<file path="src/rtl/wb_submit_arbiter.sv">
// -----------------------------------------------------------------------------
// wb_submit_arbiter
//   Result-side front end of the ROB submit port. Completed results from the
//   ALU reservation station and the load/store buffer are queued in small
//   per-source FIFOs. A round-robin arbiter drains the FIFO heads and drives
//   at most one registered {submit_tag, submit_val, submit_valid} per cycle.
//   predict_fail flushes both FIFOs; rdy_in low freezes every register.
//
// Ports
//   clk_in, rst_in_n          clock / async active-low reset
//   rdy_in                    global ready, low = pause
//   alu_valid/ready/tag/val   ALU result offer and FIFO-has-room
//   lsb_valid/ready/tag/val   LSB result offer and FIFO-has-room
//   predict_fail              mispredict flush
//   submit_tag/val/valid      registered result toward the ROB
// -----------------------------------------------------------------------------
module wb_submit_arbiter #(
  parameter int unsigned TAG_W        = 4,
  parameter int unsigned DATA_W       = 32,
  parameter int unsigned FIFO_DEPTH   = 2,
  parameter int unsigned FIFO_DEPTH_W = 1
) (
  input  logic              clk_in,
  input  logic              rst_in_n,
  input  logic              rdy_in,
  input  logic              alu_valid,
  output logic              alu_ready,
  input  logic [TAG_W-1:0]  alu_tag,
  input  logic [DATA_W-1:0] alu_val,
  input  logic              lsb_valid,
  output logic              lsb_ready,
  input  logic [TAG_W-1:0]  lsb_tag,
  input  logic [DATA_W-1:0] lsb_val,
  input  logic              predict_fail,
  output logic [TAG_W-1:0]  submit_tag,
  output logic [DATA_W-1:0] submit_val,
  output logic              submit_valid
);

  localparam int unsigned CNT_W = FIFO_DEPTH_W + 1;
  localparam int unsigned ENT_W = TAG_W + DATA_W;
  localparam logic [CNT_W-1:0] CNT_FULL = CNT_W'(FIFO_DEPTH);

  // FIFO storage: {tag, value} per entry
  logic [ENT_W-1:0]        alu_mem [FIFO_DEPTH];
  logic [ENT_W-1:0]        lsb_mem [FIFO_DEPTH];
  logic [FIFO_DEPTH_W-1:0] alu_rd_ptr, alu_wr_ptr;
  logic [FIFO_DEPTH_W-1:0] lsb_rd_ptr, lsb_wr_ptr;
  logic [CNT_W-1:0]        alu_cnt, lsb_cnt;
  logic [CNT_W-1:0]        alu_cnt_nxt, lsb_cnt_nxt;

  // High when the LSB head wins a tie (ALU was granted last)
  logic rr_prefer_lsb;

  logic             alu_push, lsb_push;
  logic             alu_has, lsb_has;
  logic             grant_alu, grant_lsb;
  logic [ENT_W-1:0] alu_head, lsb_head;

  // Room check uses the registered count only; a same-edge pop does not free a slot early
  assign alu_ready = rst_in_n && rdy_in && (alu_cnt != CNT_FULL);
  assign lsb_ready = rst_in_n && rdy_in && (lsb_cnt != CNT_FULL);

  assign alu_head = alu_mem[alu_rd_ptr];
  assign lsb_head = lsb_mem[lsb_rd_ptr];

  // Push/grant qualification; a flush discards both
  always_comb begin
    alu_push  = alu_valid && alu_ready && !predict_fail;
    lsb_push  = lsb_valid && lsb_ready && !predict_fail;
    alu_has   = (alu_cnt != '0);
    lsb_has   = (lsb_cnt != '0);
    grant_alu = rdy_in && !predict_fail && alu_has && (!lsb_has || !rr_prefer_lsb);
    grant_lsb = rdy_in && !predict_fail && lsb_has && (!alu_has || rr_prefer_lsb);
  end

  // Occupancy update; simultaneous push and pop leaves the count unchanged
  always_comb begin
    alu_cnt_nxt = alu_cnt;
    lsb_cnt_nxt = lsb_cnt;
    if (alu_push && !grant_alu) begin
      alu_cnt_nxt = alu_cnt + CNT_W'(1);
    end else if (!alu_push && grant_alu) begin
      alu_cnt_nxt = alu_cnt - CNT_W'(1);
    end
    if (lsb_push && !grant_lsb) begin
      lsb_cnt_nxt = lsb_cnt + CNT_W'(1);
    end else if (!lsb_push && grant_lsb) begin
      lsb_cnt_nxt = lsb_cnt - CNT_W'(1);
    end
  end

  // Entry storage carries no reset; validity is tracked by the counts
  always_ff @(posedge clk_in) begin
    if (alu_push) begin
      alu_mem[alu_wr_ptr] <= {alu_tag, alu_val};
    end
    if (lsb_push) begin
      lsb_mem[lsb_wr_ptr] <= {lsb_tag, lsb_val};
    end
  end

  // Pointers, counts, arbiter state and the submit register
  always_ff @(posedge clk_in or negedge rst_in_n) begin
    if (!rst_in_n) begin
      alu_rd_ptr    <= '0;
      alu_wr_ptr    <= '0;
      lsb_rd_ptr    <= '0;
      lsb_wr_ptr    <= '0;
      alu_cnt       <= '0;
      lsb_cnt       <= '0;
      rr_prefer_lsb <= 1'b0;
      submit_tag    <= '0;
      submit_val    <= '0;
      submit_valid  <= 1'b0;
    end else if (rdy_in) begin
      if (predict_fail) begin
        // Flush: arbiter fairness state is deliberately kept
        alu_rd_ptr   <= '0;
        alu_wr_ptr   <= '0;
        lsb_rd_ptr   <= '0;
        lsb_wr_ptr   <= '0;
        alu_cnt      <= '0;
        lsb_cnt      <= '0;
        submit_valid <= 1'b0;
      end else begin
        // Power-of-two depth: pointer overflow is the wrap
        if (alu_push) begin
          alu_wr_ptr <= alu_wr_ptr + FIFO_DEPTH_W'(1);
        end
        if (lsb_push) begin
          lsb_wr_ptr <= lsb_wr_ptr + FIFO_DEPTH_W'(1);
        end
        alu_cnt <= alu_cnt_nxt;
        lsb_cnt <= lsb_cnt_nxt;

        if (grant_alu) begin
          alu_rd_ptr    <= alu_rd_ptr + FIFO_DEPTH_W'(1);
          submit_tag    <= alu_head[ENT_W-1:DATA_W];
          submit_val    <= alu_head[DATA_W-1:0];
          submit_valid  <= 1'b1;
          rr_prefer_lsb <= 1'b1;
        end else if (grant_lsb) begin
          lsb_rd_ptr    <= lsb_rd_ptr + FIFO_DEPTH_W'(1);
          submit_tag    <= lsb_head[ENT_W-1:DATA_W];
          submit_val    <= lsb_head[DATA_W-1:0];
          submit_valid  <= 1'b1;
          rr_prefer_lsb <= 1'b0;
        end else begin
          submit_valid  <= 1'b0;
        end
      end
    end
  end

endmodule
</file>
<file path="config.mk">
export PLATFORM = sky130hd
export DESIGN_NAME = wb_submit_arbiter
export DESIGN_NICKNAME = d
export VERILOG_FILES = /design/src/rtl/wb_submit_arbiter.sv
export SDC_FILE = /design/constraint.sdc
export NUM_CORES = 1
export LEC_CHECK = 0
export CAP_MARGIN = 20
export CORE_MARGIN = 2
export CORE_UTILIZATION = 48
export DETAILED_ROUTE_END_ITERATION = 7
export DONT_BUFFER_PORTS = 1
export PLACE_DENSITY = 0.61
export SLEW_MARGIN = 20
export SYNTH_ARGS = -nofsm -noshare
export SYNTH_HDL_FRONTEND = slang
export SYNTH_SLANG_ARGS = --single-unit
</file>
<file path="constraint.sdc">
create_clock -name clk_in -period 7.77 [get_ports clk_in]
set_input_delay 0.777 -clock clk_in [delete_from_list [all_inputs] [get_ports clk_in]]
set_output_delay 0.777 -clock clk_in [all_outputs]
set_load 0.05 [all_outputs]
</file>
# Word level (Yosys, flattened, before mapping)
# Memories as Yosys holds them, arrays and structs flattened.
# Index checks and enable logic that the tools add are counted.
# op_classes
add_sub_neg	8
multipliers	0
div	0
n_lt_le_gt_ge	0
n_eq_ne	3
n_shift	0
n_mux	28
bitwise	1
n_reduce_logical	42
# op_table
op	n
$mux W32	2
$mux W1	18
$logic_and A1 B1 Y1	16
$reduce_bool A2 Y1	7
$mux W2	6
$reduce_and A2 Y1	5
$logic_not A1 Y1	8
$mux W4	2
$ne A2 B2 Y1 const B	3
$reduce_and A3 Y1	2
$reduce_bool A3 Y1	2
$add A1 B1 Y1 const B	4
$add A2 B1 Y2 const B	2
$sub A2 B1 Y2 const B	2
$logic_or A1 B1 Y1	2
$not A1 Y1	1
# totals
reg_bits	46
latch_bits	0
ram_bits	144
romBits	0
in_bits	78
out_inout_bits	39
elab_cells	94
n_memories	2
# mem_list
memory	depth	word_bits	rd	rd_clocked_by_memory_dff	wr	line_no	source
alu_mem	2	36	1	0	1	45	logic [ENT_W-1:0] alu_mem [FIFO_DEPTH];
lsb_mem	2	36	1	0	1	46	logic [ENT_W-1:0] lsb_mem [FIFO_DEPTH];

# Logic depth before layout (Yosys ltp)
# Gate-level depths: netlist of the first run.
# logic_depth
word_depth	9
depth_mapped	5
depth_no_buf	4

# Worst setup path after synthesis of the first run
# No wires, ideal clock.
# synth_path
path_type	input port to flip-flop
from	input port predict_fail
to	memory lsb_mem[1][0] (netlist bit) (enable)
setup_time_ps	532
arrival_time_ps	4751
required_time_ps	7238
path_slack_ps	2487
path_stages	2
n_path_buf	1
cell_sequence	buf_4 nor4b_1
# synth_between
elab_chain_len	4
# synth_lines
item	line_no	source
from (decl)	34	input logic predict_fail,
$logic_not A1 Y1	70	lsb_push = lsb_valid && lsb_ready && !predict_fail;
$logic_and A1 B1 Y1	70	
$mux W1	98	if (lsb_push) begin
$mux W1 (not written as such)	99	lsb_mem[lsb_wr_ptr] <= {lsb_tag, lsb_val};
to (decl)	46	
# No other way between the ends.

# Final worst setup path of the first run
# layout_path
from	register lsb_cnt[1]
to	output port lsb_ready
# layout_between
elab_chain_len	2
# layout_lines
item	line_no	source
from (decl)	49	logic [CNT_W-1:0] alu_cnt, lsb_cnt;
from (signal assigned)	135	lsb_cnt <= lsb_cnt_nxt;
$ne A2 B2 Y1	62	assign lsb_ready = rst_in_n && rdy_in && (lsb_cnt != CNT_FULL);
$logic_and A1 B1 Y1	62	
to (decl)	31	output logic lsb_ready,
# No other way between the ends.

==> impl_metrics.csv, run 1 <==
group,metric,value,unit
synthesis,yosysMostFrequentCell,"edfxtp_1",
placed_design,place_area,7500,um2
floorplan,core_area,15000,um2
cts,ctsLongestPathBuffers,2,
global_route,grt_usage,0.185,
layout,fin_util,0.535,
synthesis,synth_area_leaders,"edfxtp_1, dfrtp_1, mux2i_1, a221oi_2, a221oi_1",
synthesis,synth_fa_ha_area_frac,0,
timing,hold_viol,0,
timing,fin_crit_sh,0.336,
cts,numCtsBuffers,17,
synthesis,synth-xor-area-share,0.00361,
setup_path,crit_type,"reg2out",
job,maxCapViolCount,0,
floorplan,ios,117,
global_route,grt_pass1_wl,21900,um
layout,area_growth,10.4,%
pwr,p_sw,1040,uW
timing,fin_crit,2.61,ns
detailed_routing,final_antenna_net_count,0,
layout,antenna_cells,0,
synthesis,ys.flop_type,"edfxtp_1",
placed_design,hpwlAfterDp,8520,um
timing,fmax,0.383,GHz
setup_path,endpoint,"lsb_ready",
synthesis,synth_top_family_by_area,"multiplexers",
global_route,grt_max_degree,51,
detailed_routing,drtIter0Drc,190,
timing,worst_slew_pin_slew,0.899,ns
pwr,total_power,2920,uW
setup_path,worstSetupStartpointType,"flop",
placed_design,port_buffers,0,
setup_path,r2r_end,"submit_val[30]",
setup_path,crit_fanout,8,
pwr,power_frac_clock,0.276,
detailed_routing,dr.pass1.iters,4,
timing,rsz0062_at_grt,"false",
synthesis,synth.largest_area_cell,"edfxtp_1",
cts,post_cts_buffers,0,
synthesis,synth_nets,490,
setup_path,worst_ep_required_time,6.99,ns
pwr,p_leak,0.00277,uW
pwr,seqPwrFrac,0.579,
layout,nNetsFinal,498,
setup_path,r2r_start,"alu_cnt[0]",
cts,clock_latency,0.43,ns
floorplan,die_x,127,um
cts,cts-root-buf,"clkbuf_16",
synthesis,ys_seq_area_frac,0.752,
global_route,grt_overflow_total,0,
status,status,"finished, final reports clean",
synthesis,synth_edf_count,144,
timing,fin_setup_tns,0,ns
setup_path,arrival,1.83,ns
layout,drive_gt1_frac,0.152,
detailed_routing,routed_wl,14100,um
floorplan,placementRows,45,
detailed_routing,wl_per_cell,22.7,um
detailed_routing,dr_total_vias,3562,
synthesis,syn_area,7290,um2
synthesis,syn_avg_cell_area,17.7,um2
detailed_routing,via_per_inst,5.74,
cts,cts.sink_count,190,
layout,fin_area,8040,um2
cts,cts_resized,0,
global_route,grt_pass1_vias,3953,
synthesis,synthDistinctLibCells,42,
global_route,antenna_found_initial,0,
synthesis,synth.mux.area_fraction,0.0989,
pwr,vdd_drop_max,151,uV
synthesis,async_flop_share,0.242,
synthesis,synthCells,412,
floorplan,start_util,0.485,
synthesis,ys_top_cells_by_count,"edfxtp_1, mux2i_1, dfrtp_1",
cts,cts_hold_buf,0,
setup_path,cp-end-kind,"output pin",
pwr,p_sw_frac,0.358,
pwr,power_density,363,nW/um2
pwr,intPower,1870,uW
timing,slew-limit-headroom,0.399,
layout,finalNonFillerCells,621,
synthesis,synth_top_area_share,0.594,
cts,clkSlewWorstSetupHoldPaths,0.07,ns
setup_path,reg2reg_slack,5.50,ns
cts,htree_levels,4,
timing,finalSetupViolCount,0,
setup_path,reg2regPathDepth,4,
synthesis,synth_compound_area_frac,0.0838,
timing,clock_skew,0.0141,ns
timing,finalMaxSlewViolations,0,
hold_path,hold_path_class,"in2async",
placed_design,dpl.cell_count,589,
placed_design,place_congestion,0.805,
setup_path,crit_start,"lsb_cnt[1]",
pwr,comb_power_share,0.145,
floorplan,die_y,127,um
floorplan,dieArea,16200,um2
synthesis,yosysWarnings,0,
synthesis,synth_simple_gate_area_frac,0.0398,
detailed_routing,drc,0,
cts,cts_tree,"done",
synthesis,ys_seq_elements,190,
[power by group through the flow]
stage | Sequential, uW | Combinational (uW) | Clock (uW)
3_5_place_dp | 1710 | 430 | 0
6_report | 1690 | 424 | 804
5_1_grt | 1710 | 464 | 863
3_3_place_gp | 1710 | 411 | 0
4_1_cts | 1690 | 430 | 827
2_1_floorplan | 1630 | 398 | 0
[area by class of cell]
| type | count | area (um2) |
|---|---|---|
| flip-flops and latches | 190 | 5480 |
| multi-input cells | 197 | 1680 |
| fillers | 1200 | 6990 |
| repair buffers | 10 | 95.1 |
| clock buffers | 22 | 454 |
| clock inverters | 10 | 88.8 |
| well taps | 188 | 235 |
| inverters | 4 | 15.0 |
[stage by stage]
step / setup WS [ns] / hold slack [ns]
detailed placement: 5.22 / 0.482
CTS: 5.14 / 0.0154
global placement: 5.29 / 0.483
finish: 5.16 / 0.0406
floorplan: 2.49 / 0.465
global route: 5.09 / 0.0121
[worst min-delay path by stage]
stage	startpoint	endpoint	slack, ns	cells past startpoint
after global routing	rst_in_n	submit_val[22]	0.01	0
final	rst_in_n	submit_val[13]	0.04	0
after detailed placement	rst_in_n	submit_val[24]	0.48	0
after floorplan	lsb_wr_ptr	lsb_wr_ptr	0.46	1
after global placement	rst_in_n	submit_val[24]	0.48	0
after CTS	rst_in_n	submit_valid	0.02	0
[critical path: stages, from the launching register on]
cell     delay, ns
dfrtp_1       0.47
nor2b_1       0.24
nor2_1        0.70
[placed cells by master (no fill, tap or decap), drive strengths merged, types with 4 or more instances in the layout]
| cell type | netlist | layout |
|---|---|---|
| a221oi | 36 | 36 |
| buf | 20 | 10 |
| clkbuf | 1 | 22 |
| clkinv | 0 | 6 |
| dfrtp | 46 | 46 |
| edfxtp | 144 | 144 |
| inv | 4 | 7 |
| mux2i | 72 | 72 |
| nand2 | 4 | 4 |
| nor2 | 43 | 43 |
| nor3 | 4 | 4 |
[cells by family after synthesis]
group	count (synthesis)
DFF	190
and+or+nand+nor	61
xor gates and xnor gates	3
AOI/OAI and AO/OA	61
buffers and inverters	25
muxes	72
[flip-flops by register name, indices dropped and copies added (netlist names), 2 cells and up]
name	count
submit_val	32
alu_cnt	2
lsb_cnt	2
submit_tag	4
lsb_mem	72
alu_mem	72
[routing by layer]
| metal | vias to the layer above | share of wire | GRT usage |
|---|---|---|---|
| met3 | 19 | 0.092 | 0.0871 |
| met2 | 112 | 0.52 | 0.320 |
| li1 | 1632 | - | - |
| met4 | 0 | 0.013 | 0.0627 |
| met5 | - | 0 | 0 |
| met1 | 1799 | 0.38 | 0.199 |
Note: power is estimated with default switching activity, not from simulation.
==> run 2: changes to the inputs <==
Settings changed: PLACE_DENSITY 0.61 to 0.63.
Clock period 7.77 ns to 2.2 ns, I/O delays scaled along.
==> impl_metrics.csv, run 2 (same netlist as run 1, synthesis figures left out) <==
group,metric,value,unit
setup_path,path_cells,"nor2b_4 > or2_4 > nor3_4 > buf_4",
setup_path,r2r_end,"alu_mem[0][33]",
cts,clkSlewWorstSetupHoldPaths,0.06,ns
cts,numCtsBuffers,17,
setup_path,crit_type,"reg2reg",
layout,regArea,5480,um2
setup_path,critPathMaxStageDelay,0.46,ns
hold_path,hold_path_class,"in2reg",
detailed_routing,drc,0,
timing,fmax,0.570,GHz
setup_path,endpoint,"alu_mem[0][33]",
global_route,grt_overflow_total,0,
setup_path,cp-end-kind,"flop",
layout,fin_util,0.602,
setup_path,arrival,1.88,ns
layout,nNetsFinal,584,
pwr,p_leak,0.00319,uW
floorplan,ios,117,
timing,rsz0062_at_grt,"false",
detailed_routing,drtIter0Drc,234,
floorplan,placementRows,45,
floorplan,die_y,127,um
timing,clock_skew,0.00975,ns
timing,finalSetupViolCount,0,
pwr,p_sw,3770,uW
global_route,grt_use_met1,0.239,
detailed_routing,routed_wl,15100,um
setup_path,worst_ep_required_time,2.32,ns
layout,antenna_cells,0,
global_route,grt_use_met3,0.0632,
floorplan,die_x,127,um
setup_path,r2r_start,"alu_cnt[1]",
cts,cts_tree,"done",
cts,htree_levels,4,
setup_path,crit_start,"alu_cnt[1]",
cts,post_cts_buffers,0,
pwr,comb_power_share,0.168,
timing,hold_viol,0,
layout,layout_common_cells,"edfxtp_1, dlygate4sd3_1, mux2i_1, dfrtp_1, nor2_1",
timing,worst_slew_pin_slew,0.543,ns
layout,top_regs,"alu_mem (72), lsb_mem (72), submit_val (32)",
pwr,power_frac_clock,0.289,
timing,slew-limit-headroom,0.638,
detailed_routing,via_per_inst,5.58,
layout,multi_input_area,1720,um2
global_route,grt_max_degree,47,
cts,ctsLongestPathBuffers,2,
pwr,intPower,7090,uW
pwr,vdd_drop_max,1020,uV
placed_design,dp_slack,0.463,ns
placed_design,port_buffers,0,
cts,cts.sink_count,190,
layout,drive_gt1_frac,0.152,
timing,finalMaxSlewViolations,0,
job,maxCapViolCount,0,
placed_design,place_congestion,0.762,
cts,clock_latency,0.43,ns
setup_path,reg2regPathDepth,4,
floorplan,core_area,15000,um2
timing,fin_setup_tns,0,ns
status,status,"finished, final reports clean",
cts,cts-root-buf,"clkbuf_16",
layout,nFillCells,1132,
detailed_routing,dr.pass1.iters,4,
pwr,seqPwrFrac,0.543,
detailed_routing,wl_per_cell,21.3,um
global_route,met2_usage,0.343,
timing,fin_crit_sh,0.797,
pwr,p_sw_frac,0.347,
global_route,grt_pass1_vias,4257,
floorplan,dieArea,16200,um2
placed_design,hpwlAfterDp,9200,um
global_route,grt_pass1_wl,23800,um
setup_path,crit_fanout,11,
global_route,grt_usage,0.199,
global_route,grt_busiest_layer,"met2",
pwr,power_density,1200,nW/um2
setup_path,critPathSlowestCell,"dfrtp_1",
floorplan,start_util,0.485,
timing,fin_ws,0.446,ns
global_route,antenna_found_initial,0,
layout,layout_commonest_cell,"edfxtp_1",
layout,area_growth,24.2,%
setup_path,reg2reg_slack,0.45,ns
detailed_routing,final_antenna_net_count,0,
timing,fin_crit,1.75,ns
detailed_routing,dr_total_vias,3947,
setup_path,worstSetupStartpointType,"flop",
==> run 2: how the worst min path moves through the flow <==
| stage | to | depth (start not counted) | slack [ns] | startpoint |
|---|---|---|---|---|
| 5_1_grt | rr_prefer_lsb | 2 | 0.02 | rdy_in |
| 3_5_place_dp | submit_val[23] | 0 | -0.07 | rst_in_n |
| 3_3_place_gp | submit_val[23] | 0 | -0.07 | rst_in_n |
| 2_1_floorplan | alu_cnt[0] | 0 | -0.08 | rst_in_n |
| 6_report | rr_prefer_lsb | 2 | 0.03 | rdy_in |
| 4_1_cts | rr_prefer_lsb | 2 | 0.003 | rdy_in |
==> run 2: what timing repair did <==
item,CTS,global route
hold buffers,76,0
endpoints found under the hold margin,200,0
gates resized for setup,0,0
==> run 2: metrics by stage <==
step | cell area [um2] | hold WS (ns) | power (uW) | std cells
after floorplan | 7360 | -0.0756 | 7190 | 412
after global placement | 7660 | -0.0734 | 7600 | 599
after detailed placement | 7660 | -0.0738 | 7650 | 599
after CTS | 9050 | 0.00308 | 10900 | 707
after global routing | 9050 | 0.0230 | 11300 | 707
final | 9050 | 0.0280 | 10900 | 707
==> run 2: layout make-up <==
class | instances | area share
inverters | 4 | 0.00166
flip-flops and latches | 190 | 0.605
multi-input cells | 197 | 0.191
clock buffers | 21 | 0.0487
repair buffers | 96 | 0.109
clock inverters | 11 | 0.0184
well taps | 188 | 0.0260
==> run 2: power by group through the flow <==
stage	combinational, uW	sequential, uW	clock, uW
after global routing	2010	5940	3330
final	1830	5890	3140
after detailed placement	1680	5970	0
after CTS	1840	5900	3200
after floorplan	1420	5770	0
after global placement	1630	5960	0
==> run 2: critical path: cells and delay by family, from the launching register on <==
kind	cells	cell delay [ns]
buf+inv	1	0.27
flops	1	0.46
simple gates	3	0.72
==> run 2: routing by layer <==
metal | wire length, um | up-vias
met5 | 0 | -
met4 | 104 | 0
met3 | 988 | 6
met2 | 8010 | 120
met1 | 5980 | 2001
li1 | - | 1820
